==> config.mk <==
export PLATFORM = sky130hd
export DESIGN_NAME = memristor_pulse_seq_flat
export DESIGN_NICKNAME = d
export VERILOG_FILES = /design/src/rtl/memristor_pulse_seq_pkg.sv /design/src/rtl/memristor_pulse_seq_if.sv /design/src/rtl/memristor_pulse_timer.sv /design/src/rtl/memristor_pulse_seq.sv /design/src/flat_wrapper.sv
export SDC_FILE = /design/constraint.sdc
export NUM_CORES = 1
export LEC_CHECK = 0
export CAP_MARGIN = 20
export CORE_MARGIN = 4
export CORE_UTILIZATION = 45
export CTS_CLUSTER_DIAMETER = 50
export DETAILED_ROUTE_END_ITERATION = 16
export PLACE_DENSITY_LB_ADDON = 0.15
export SLEW_MARGIN = 20
export SYNTH_ARGS = -nofsm -noshare
export SYNTH_HDL_FRONTEND = slang
export SYNTH_SLANG_ARGS = --single-unit
==> constraint.sdc <==
create_clock -name wb_clk_i -period 3.1 [get_ports wb_clk_i]
set_input_delay 0.62 -clock wb_clk_i [delete_from_list [all_inputs] [get_ports wb_clk_i]]
set_output_delay 0.62 -clock wb_clk_i [all_outputs]
set_load 0.02 [all_outputs]
==> src/rtl/memristor_pulse_seq_pkg.sv <==
// Shared op codes, sequencer states and drive-level helpers for the memristor
// pulse sequencer.
package memristor_pulse_seq_pkg;

   localparam int OP_W = 2;
   localparam int CH_W = 2;

   typedef enum logic [OP_W-1:0] {
      OP_SET   = 2'd0,
      OP_RESET = 2'd1,
      OP_READ  = 2'd2,
      OP_RSVD  = 2'd3
   } op_e;

   typedef enum logic [2:0] {
      ST_IDLE,
      ST_SETUP,
      ST_PULSE,
      ST_HOLD,
      ST_GAP,
      ST_DONE
   } state_e;

   // DIGITALIN level during the pulse itself
   function automatic logic pulse_level(op_e op);
      return op != OP_RESET;
   endfunction

   // DIGITALIN level while SEL is guarded around the pulse
   function automatic logic idle_level(op_e op);
      return op == OP_RESET;
   endfunction

endpackage

==> src/rtl/memristor_pulse_seq_if.sv <==
// Command channel into the sequencer: valid/ready handshake plus command fields.
interface memristor_pulse_seq_if #(
   parameter int WIDTH_W = 16,
   parameter int COUNT_W = 8
);
   logic               cmd_valid;
   logic               cmd_ready;
   logic [1:0]         cmd_op;
   logic [1:0]         cmd_ch;
   logic [WIDTH_W-1:0] cmd_width;
   logic [COUNT_W-1:0] cmd_count;

   modport master (output cmd_valid, cmd_op, cmd_ch, cmd_width, cmd_count,
                   input  cmd_ready);
   modport slave  (input  cmd_valid, cmd_op, cmd_ch, cmd_width, cmd_count,
                   output cmd_ready);
endinterface

==> src/rtl/memristor_pulse_timer.sv <==
// Loadable down-counter shared by every timed phase; stops at zero.
module memristor_pulse_timer #(
   parameter int W = 16
) (
   input  logic         wb_clk_i,
   input  logic         wb_rst_n,
   input  logic         i_load,
   input  logic [W-1:0] i_load_val,
   output logic [W-1:0] o_value,
   output logic         o_zero
);

   logic [W-1:0] r_value;

   always_ff @(posedge wb_clk_i or negedge wb_rst_n) begin
      if (!wb_rst_n)
         r_value <= '0;
      else if (i_load)
         r_value <= i_load_val;
      else if (r_value != '0)
         r_value <= r_value - W'(1);
   end

   assign o_value = r_value;
   assign o_zero  = (r_value == '0);

endmodule

==> src/rtl/memristor_pulse_seq.sv <==
// Sequencer turning SET/RESET/READ commands into guarded SEL/DIGITALIN pulse
// trains on one memristor channel.
module memristor_pulse_seq
   import memristor_pulse_seq_pkg::*;
#(
   parameter int N_CH      = 3,
   parameter int WIDTH_W   = 16,
   parameter int COUNT_W   = 8,
   parameter int SETUP_CYC = 2,
   parameter int HOLD_CYC  = 2,
   parameter int GAP_CYC   = 4
) (
   input  logic                 wb_clk_i,
   input  logic                 wb_rst_n,
   memristor_pulse_seq_if.slave cmd_if,
   input  logic                 abort,
   output logic [N_CH-1:0]      sel_o,
   output logic [N_CH-1:0]      din_o,
   output logic                 rd_strobe,
   output logic                 busy,
   output logic                 done,
   output logic                 err,
   output logic [COUNT_W-1:0]   pulse_cnt
);

   state_e             r_state, w_state_nxt;
   op_e                r_op, w_op_nxt;
   logic [CH_W-1:0]    r_ch, w_ch_nxt;
   logic [WIDTH_W-1:0] r_len;
   logic [COUNT_W-1:0] r_count, r_pulse_cnt;
   logic               r_err_pend, w_err_nxt;
   logic               r_sel_dummy_unused;
   logic [N_CH-1:0]    r_sel, r_din, w_onehot;
   logic               r_rd, r_busy, r_done, r_err, r_ready;

   logic               w_load, w_cnt_inc, w_tmr_zero, w_accept, w_bad;
   logic               w_active, w_level, w_tmr_last_nxt;
   logic [WIDTH_W-1:0] w_load_val, w_tmr_val;

   memristor_pulse_timer #(.W(WIDTH_W)) u_timer (
      .wb_clk_i   (wb_clk_i),
      .wb_rst_n   (wb_rst_n),
      .i_load     (w_load),
      .i_load_val (w_load_val),
      .o_value    (w_tmr_val),
      .o_zero     (w_tmr_zero)
   );

   assign w_accept = cmd_if.cmd_valid && r_ready;
   assign w_bad    = (cmd_if.cmd_op == OP_RSVD) || (int'(cmd_if.cmd_ch) >= N_CH);

   always_comb begin
      // NOTE: every signal gets a default before the case so no path infers a latch.
      w_state_nxt = r_state;
      w_load      = 1'b0;
      w_load_val  = '0;
      w_cnt_inc   = 1'b0;
      w_err_nxt   = r_err_pend;
      unique case (r_state)
         ST_IDLE: if (w_accept) begin
            w_err_nxt = w_bad;
            if (w_bad) begin
               w_state_nxt = ST_DONE;
            end else begin
               w_state_nxt = ST_SETUP;
               w_load      = 1'b1;
               w_load_val  = WIDTH_W'(SETUP_CYC - 1);
            end
         end
         ST_SETUP: if (abort) begin
            w_state_nxt = ST_DONE;
            w_err_nxt   = 1'b1;
         end else if (w_tmr_zero) begin
            w_state_nxt = ST_PULSE;
            w_load      = 1'b1;
            w_load_val  = r_len;
         end
         // An aborted pulse still gets its hold guard but is not counted
         ST_PULSE: if (abort || w_tmr_zero) begin
            w_state_nxt = ST_HOLD;
            w_load      = 1'b1;
            w_load_val  = WIDTH_W'(HOLD_CYC - 1);
            w_cnt_inc   = !abort;
            if (abort) w_err_nxt = 1'b1;
         end
         ST_HOLD: begin
            if (abort) w_err_nxt = 1'b1;
            if (w_tmr_zero) begin
               if (w_err_nxt || r_pulse_cnt >= r_count) begin
                  w_state_nxt = ST_DONE;
               end else begin
                  w_state_nxt = ST_GAP;
                  w_load      = 1'b1;
                  w_load_val  = WIDTH_W'(GAP_CYC - 1);
               end
            end
         end
         ST_GAP: if (abort) begin
            w_state_nxt = ST_DONE;
            w_err_nxt   = 1'b1;
         end else if (w_tmr_zero) begin
            w_state_nxt = ST_SETUP;
            w_load      = 1'b1;
            w_load_val  = WIDTH_W'(SETUP_CYC - 1);
         end
         ST_DONE: w_state_nxt = ST_IDLE;
         default: w_state_nxt = ST_IDLE;
      endcase
   end

   // Outputs are registered from the next-state view so pins move with the state
   assign w_op_nxt = w_accept ? op_e'(cmd_if.cmd_op) : r_op;
   assign w_ch_nxt = w_accept ? cmd_if.cmd_ch : r_ch;
   assign w_onehot = N_CH'(1) << w_ch_nxt;
   assign w_active = (w_state_nxt == ST_SETUP) || (w_state_nxt == ST_PULSE) ||
                     (w_state_nxt == ST_HOLD);
   assign w_level  = (w_state_nxt == ST_PULSE) ? pulse_level(w_op_nxt)
                                               : idle_level(w_op_nxt);
   assign w_tmr_last_nxt = w_load ? (w_load_val == '0) : (w_tmr_val <= WIDTH_W'(1));
   assign r_sel_dummy_unused = 1'b0;

   always_ff @(posedge wb_clk_i or negedge wb_rst_n) begin
      if (!wb_rst_n) begin
         r_state     <= ST_IDLE;
         r_op        <= OP_SET;
         r_ch        <= '0;
         r_len       <= '0;
         r_count     <= '0;
         r_pulse_cnt <= '0;
         r_err_pend  <= 1'b0;
         r_sel       <= '0;
         r_din       <= '0;
         r_rd        <= 1'b0;
         r_busy      <= 1'b0;
         r_done      <= 1'b0;
         r_err       <= 1'b0;
         r_ready     <= 1'b1;
      end else begin
         // NOTE: non-blocking so every register here samples the pre-edge values.
         r_state    <= w_state_nxt;
         r_op       <= w_op_nxt;
         r_ch       <= w_ch_nxt;
         r_err_pend <= w_err_nxt;
         if (w_accept) begin
            r_len       <= (cmd_if.cmd_width == '0) ? '0 : cmd_if.cmd_width - WIDTH_W'(1);
            r_count     <= (cmd_if.cmd_count == '0) ? COUNT_W'(1) : cmd_if.cmd_count;
            r_pulse_cnt <= '0;
         end else if (w_cnt_inc && r_pulse_cnt != '1) begin
            r_pulse_cnt <= r_pulse_cnt + COUNT_W'(1);
         end
         r_sel   <= w_active ? w_onehot : '0;
         r_din   <= (w_active && w_level) ? w_onehot : '0;
         r_rd    <= (w_state_nxt == ST_PULSE) && (w_op_nxt == OP_READ) && w_tmr_last_nxt;
         r_busy  <= (w_state_nxt != ST_IDLE);
         r_done  <= (w_state_nxt == ST_DONE);
         r_err   <= (w_state_nxt == ST_DONE) && w_err_nxt;
         r_ready <= (w_state_nxt == ST_IDLE);
      end
   end

   assign cmd_if.cmd_ready = r_ready;
   assign sel_o     = r_sel;
   assign din_o     = r_din;
   assign rd_strobe = r_rd;
   assign busy      = r_busy;
   assign done      = r_done;
   assign err       = r_err;
   assign pulse_cnt = r_pulse_cnt;

endmodule

==> src/flat_wrapper.sv <==
// flat-port wrapper written by rule: the top's interface ports become plain ports
module memristor_pulse_seq_flat import memristor_pulse_seq_pkg::*;
#(
   parameter int N_CH      = 3,
   parameter int WIDTH_W   = 16,
   parameter int COUNT_W   = 8,
   parameter int SETUP_CYC = 2,
   parameter int HOLD_CYC  = 2,
   parameter int GAP_CYC   = 4
)
  (wb_clk_i, wb_rst_n, abort, sel_o, din_o, rd_strobe, busy, done, err, pulse_cnt, cmd_if_cmd_valid, cmd_if_cmd_op, cmd_if_cmd_ch, cmd_if_cmd_width, cmd_if_cmd_count, cmd_if_cmd_ready);
  memristor_pulse_seq_if #(.WIDTH_W(WIDTH_W), .COUNT_W(COUNT_W)) cmd_if_i ();
  input  logic wb_clk_i;
  input  logic wb_rst_n;
  input  logic abort;
  output logic [N_CH-1:0] sel_o;
  output logic [N_CH-1:0] din_o;
  output logic rd_strobe;
  output logic busy;
  output logic done;
  output logic err;
  output logic [COUNT_W-1:0] pulse_cnt;
  input wire logic [$bits(cmd_if_i.cmd_valid)-1:0] cmd_if_cmd_valid;
  input wire logic [$bits(cmd_if_i.cmd_op)-1:0] cmd_if_cmd_op;
  input wire logic [$bits(cmd_if_i.cmd_ch)-1:0] cmd_if_cmd_ch;
  input wire logic [$bits(cmd_if_i.cmd_width)-1:0] cmd_if_cmd_width;
  input wire logic [$bits(cmd_if_i.cmd_count)-1:0] cmd_if_cmd_count;
  output wire logic [$bits(cmd_if_i.cmd_ready)-1:0] cmd_if_cmd_ready;
  assign cmd_if_i.cmd_valid = cmd_if_cmd_valid;
  assign cmd_if_i.cmd_op = cmd_if_cmd_op;
  assign cmd_if_i.cmd_ch = cmd_if_cmd_ch;
  assign cmd_if_i.cmd_width = cmd_if_cmd_width;
  assign cmd_if_i.cmd_count = cmd_if_cmd_count;
  assign cmd_if_cmd_ready = cmd_if_i.cmd_ready;
  memristor_pulse_seq #(.N_CH(N_CH), .WIDTH_W(WIDTH_W), .COUNT_W(COUNT_W), .SETUP_CYC(SETUP_CYC), .HOLD_CYC(HOLD_CYC), .GAP_CYC(GAP_CYC)) u_core (.wb_clk_i(wb_clk_i), .wb_rst_n(wb_rst_n), .cmd_if(cmd_if_i), .abort(abort), .sel_o(sel_o), .din_o(din_o), .rd_strobe(rd_strobe), .busy(busy), .done(done), .err(err), .pulse_cnt(pulse_cnt));
endmodule
Word-level counts from Yosys, hierarchy flattened:

Cells that the tools add are included.
W data, S select, Z words.

* register bits after elaboration: 67
* output and inout bits: 19
* word-level logic and storage cells: 105

* add/sub/neg operators: 3
* order comparisons: 3
* eq/ne operators: 13
* shift-type cells: 1
* mux-type cells: 47
* reductions and logical operators: 23

Operator list (number)
* $mux W16: 8
* $pmux W16 S5: 1
* $logic_not A16 Y1: 3
* $sub A16 B1 Y16 const B: 2
* $mux W3: 10
* $mux W8: 3
* $mux W1: 19
* $le A16 B1 Y1 const B: 1
* $reduce_bool A16 Y1: 1
* $pmux W3 S5: 1
* $eq A3 B2 Y1 const B: 4
* $add A8 B1 Y8 const B: 1
* $ge A8 B8 Y1: 1
* $logic_not A8 Y1: 1
* $ne A8 B8 Y1 const B: 1
* $pmux W1 S4: 2
* $eq A3 B1 Y1 const B: 2
* $eq A3 B3 Y1 const B: 2
* $logic_and A1 B1 Y1: 6
* $logic_not A3 Y1: 2
* $mux W2: 3
* $logic_or A1 B1 Y1: 5
* $eq A2 B2 Y1 const B: 2
* $reduce_bool A2 Y1: 2
* other kinds (7): 7

Logic depth before layout (Yosys ltp):

* depth after elaboration: 11
* mapped depth: 9
* depth with buffers taken out: 8

Hierarchy:

From an unflattened synthesis, not the netlist that was laid out.

* cells, all modules: 422
* area total of the unflattened synthesis: 3913.8 um2

By module, submodules not included
* memristor_pulse_seq: instances 1, cells an instance 315, area an instance 2914.0 um2, sequential area each 1277.5 um2
* memristor_pulse_timer: instances 1, cells an instance 107, area an instance 999.7 um2, sequential area each 400.4 um2

Worst setup path after synthesis:

OpenSTA, ideal clock, no wires.

* kind: input -> register
* start point: input port cmd_if_cmd_width[10]
* end point: register u_core.r_len[10]
* setup time: 0.126 ns
* arrival: 2.363 ns
* required time: 2.974 ns
* setup slack: 0.610 ns
* cell stages on the path: 6
* path buffers: 1
* path through: or4_4 -> or3_4 -> or3_4 -> o31ai_4 -> buf_4 -> o21ai_0

* longest elaborated chain between the ends: 2
* elaborated cells between the ends (all ways): 3

RTL lines
* from (decl): RTL line flat_wrapper.sv:26 `input wire logic [$bits(cmd_if_i.cmd_width)-1:0] cmd_if_cmd_width;`
* $sub A16 B1 Y16 / $logic_not A16 Y1 (equally long branches): RTL line memristor_pulse_seq.sv:145 `r_len <= (cmd_if.cmd_width == '0) ? '0 : cmd_if.cmd_width - WIDTH_W'(1);`
* $mux W16 (*): RTL line memristor_pulse_seq.sv:145
* to (signal assigned): RTL line memristor_pulse_seq.sv:145
* to (decl): RTL line memristor_pulse_seq.sv:29 `logic [WIDTH_W-1:0] r_len;`

Every way passes the cells marked *; elsewhere a longest branch is shown, timed or not.
A chain may end at the register's enable or synchronous reset.

Final worst setup path:

* start point: register u_core.u_timer.r_value[0], in the netlist u_core.u_timer.o_value[0]
* end point: register u_core.r_din[0], in the netlist u_core.din_o[0]

* longest elaborated chain between the ends: 9
* elaborated cells between the ends (all ways): 17

RTL lines
* from (decl): RTL line memristor_pulse_timer.sv:13 `logic [W-1:0] r_value;`
* from (signal assigned): RTL line memristor_pulse_timer.sv:19 `r_value <= i_load_val;`
* from (signal assigned): RTL line memristor_pulse_timer.sv:21 `r_value <= r_value - W'(1);`
* $logic_not A16 Y1 (*): RTL line memristor_pulse_timer.sv:25 `assign o_zero = (r_value == '0);`
* $mux W3, or another cell as far along: RTL line memristor_pulse_seq.sv:101 `end else if (w_tmr_zero) begin`
* $mux W3, on equally long branches: RTL line memristor_pulse_seq.sv:98, memristor_pulse_seq.sv:70, memristor_pulse_seq.sv:79
* $pmux W3 S5 (*): RTL line memristor_pulse_seq.sv:59 `unique case (r_state)`
* $eq A3 B1 Y1 / $eq A3 B2 Y1 (equally long branches): RTL line memristor_pulse_seq.sv:115, memristor_pulse_seq.sv:117
* $logic_or A1 B1 Y1 (2 in series): RTL line memristor_pulse_seq.sv:115 `assign w_active = (w_state_nxt == ST_SETUP) || (w_state_nxt == ST_PULSE) ||`
* $logic_and A1 B1 Y1 (*): RTL line memristor_pulse_seq.sv:152 `r_din <= (w_active && w_level) ? w_onehot : '0;`
* $mux W3 (*): RTL line memristor_pulse_seq.sv:152
* to (signal assigned): RTL line memristor_pulse_seq.sv:152
* to (decl): RTL line memristor_pulse_seq.sv:33 `logic [N_CH-1:0] r_sel, r_din, w_onehot;`

Marked as above.

==> reports/results.ini <==
[clock_tree]
tritoncts=yes
cts_buffer_depth=2
cts_buffers=9
cts_setup_buffers=0
cts_resized=0
htree_levels=3
clock_latency_ns=0.35
clock-sinks=67
clkTransAtPathRegs_ns=0.07
clockRootBuffer=clkbuf_8
cts-hold-fix-buffers=0

[critical_path]
critPathKind=flip-flop to flip-flop
reg2reg_to=u_core.din_o[0]
worst-path-max-fanout=5
r2r_cells=8
worst-endpoint-arrival_ns=2.88
r2r-start=u_core.u_timer.o_value[0]
crit_end=u_core.din_o[0]
reg2reg_slack_ns=0.43
start_kind=flip-flop
end_kind=flip-flop
crit_start=u_core.u_timer.o_value[0]
critPathRequiredTime_ns=3.31

[finish]
area_growth_pct=23.22
final_common_cell=dfrtp_1
nets=511
antenna_cells=0
final_cell_mix=dfrtp_1 (66), nand2_1 (54), clkdlybuf4s50_1 (49)
final_util=0.5799
drive_gt1_frac=0.09322

[synthesis]
synthFlopType=dfrtp_1
yosysTopAreaCell=dfrtp_1
synth.ff_latch_count=67
yosysTopAreaCellShare=0.4449
async_flop_share=1.000
synth_edf_count=0
synth_area_leaders=dfrtp_1 (44%), o21ai_0 (6.1%), nand2_1 (5.5%)
ys_types=58
synth_area_mm2=0.003712
synth_nets=449
ys_seq_area_frac=0.4520
synth.avg_cell_area_um2=9.166
synth_cells=405
synth.yosys.warnings=0

[route]
drtPass1Iterations=5
num_vias=3147
ant_nets=0
drt_wl_total_um=8434
vias_per_cell=5.483
wl_per_cell_um=14.69
drtIter0Drc=224
drcViolationCount=0

[global_route]
grt.total_usage=0.1799
grt_pass1_wl_um=14210
grt_max_degree=40
antenna_found_initial=0
gr-total-overflow=0
grt_pass1_vias=2973

[floorplanning]
rows=32
dieArea_mm2=0.009766
initial_core_util=0.4707
dieHeight_um=98.83
core_mm2=0.007888
fp.dieW_um=98.83
ios=51

[timing]
rsz0062_at_grt=no
holdWs_ns=0.3242
setup_viol=0
fin_skew_ns=0.01123
relSlewSlack=0.5336
drv_slew=0
setup-tns-final_ns=0
fin_crit_sh=0.8610
fmaxAchievable_ghz=0.3747
hold_viol_final=0
min_period_ns=2.669
tightest_slew_ns=0.6996

[pwr]
totalPowerFinal_uw=1649
vdd_drop_max_mv=0.1936
p_leak_uw=0.001886
power_density_mw_per_mm2=360.4

[placed_design]
dp_hpwl_um=6530
gp_congestion=0.8698
io_buffers=50

[min_path]
min_path_type=input port to asynchronous set/reset pin

[flow_run]
drv_cap=0

[status]
status=finished, final reports clean

metrics by stage:
stage | cell area [µm²] | instances | setup WS [ns]
6_report | 4574 | 574 | 0.4309
5_1_grt | 4574 | 574 | 0.1988
4_1_cts | 4574 | 574 | 0.4333
3_5_place_dp | 4394 | 558 | 0.09917
3_3_place_gp | 4394 | 558 | 0.1411
2_1_floorplan | 3712 | 405 | 0.6101
power by group:
part           total, µW  internal [µW]  leakage [µW]  switching, µW
clock                667            331     0.0000884            335
sequential           879            876      0.000817           3.85
combinational        103           53.6      0.000981           49.0
total               1650           1260       0.00189            388
Yosys cell counts, drive strengths merged (3+ instances only):
master  number
or3          6
dfrtp       66
nor2        30
buf          4
nor2b        3
clkbuf       9
nand4        4
a21o         3
xor2         8
inv         21
nor3        19
or4          4
a21oi        9
xnor2       23
a211oi       7
and4         4
ha          12
o21ai       45
nor4        18
o31ai        4
a31oi        8
nand2       54
nand3       10
area by class of cell:
cell class	instances	area (µm²)
clock inverters	4	25.02
multi-input cells	304	1897
inverters	21	78.83
flip-flops and latches	67	1678
clock buffers	12	155.1
well taps	102	127.6
repair buffers	64	613.1
fillers	729	3313
state kept, by name, indices dropped and copies added, names as in the netlist:
signal,count
u_core.err,1
u_core.r_count,8
u_core.r_ch,2
u_core.rd_strobe,1
u_core.done,1
u_core.r_err_pend,1
u_core.cmd_if.cmd_ready,1
u_core.u_timer.o_value,16
u_core.pulse_cnt,8
u_core.busy,1
u_core.r_len,16
u_core.r_state,3
u_core.din_o,3
u_core.sel_o,3
u_core.r_op,2
worst max-delay path, stage by stage (launching register included):
cell	delay (ns)
dfrtp_1	0.43
inv_1	0.10
ha_1	0.19
nor3b_2	0.32
nand4_1	0.20
o311ai_0	0.51
or2_1	0.20
o211ai_1	0.16
a2111oi_1	0.44
per-layer routing:
layer  up-vias  part of all wire  GRT usage
li1       1581                 -          -
met1      1469              0.46     0.2485
met2        87              0.47     0.2789
met3        10             0.052    0.03892
met4         0             0.017    0.06513
met5         -                 0          0
cell families (layout without fill, tap and decap cells):
kind of cell | count (synthesis) | count (layout) | share of synthesized area
AO/OA/AOI/OAI | 92 | 92 | 0.1564
AND/OR/NAND/NOR | 165 | 165 | 0.2295
buffers and inverters | 34 | 101 | 0.03707
XOR/XNOR | 31 | 31 | 0.07314
flip-flops | 67 | 67 | 0.4520
adder cells (fa/ha/maj) | 12 | 12 | 0.04044
multiplexers | 4 | 4 | 0.01146
worst min path at each step:
stage | from | end | slack, ns | depth (start not counted)
final | wb_rst_n | u_core.pulse_cnt[0] | 0.32 | 1
after global routing | wb_rst_n | u_core.r_count[2] | 0.37 | 1
after global placement | u_core.r_count[0] | u_core.r_count[0] | 0.48 | 2
after CTS | wb_rst_n | u_core.pulse_cnt[0] | 0.33 | 1
after floorplan | wb_rst_n | u_core.busy | 0.32 | 0
after detailed placement | u_core.r_count[0] | u_core.r_count[0] | 0.49 | 2
Power figures use the tool's default switching activity.
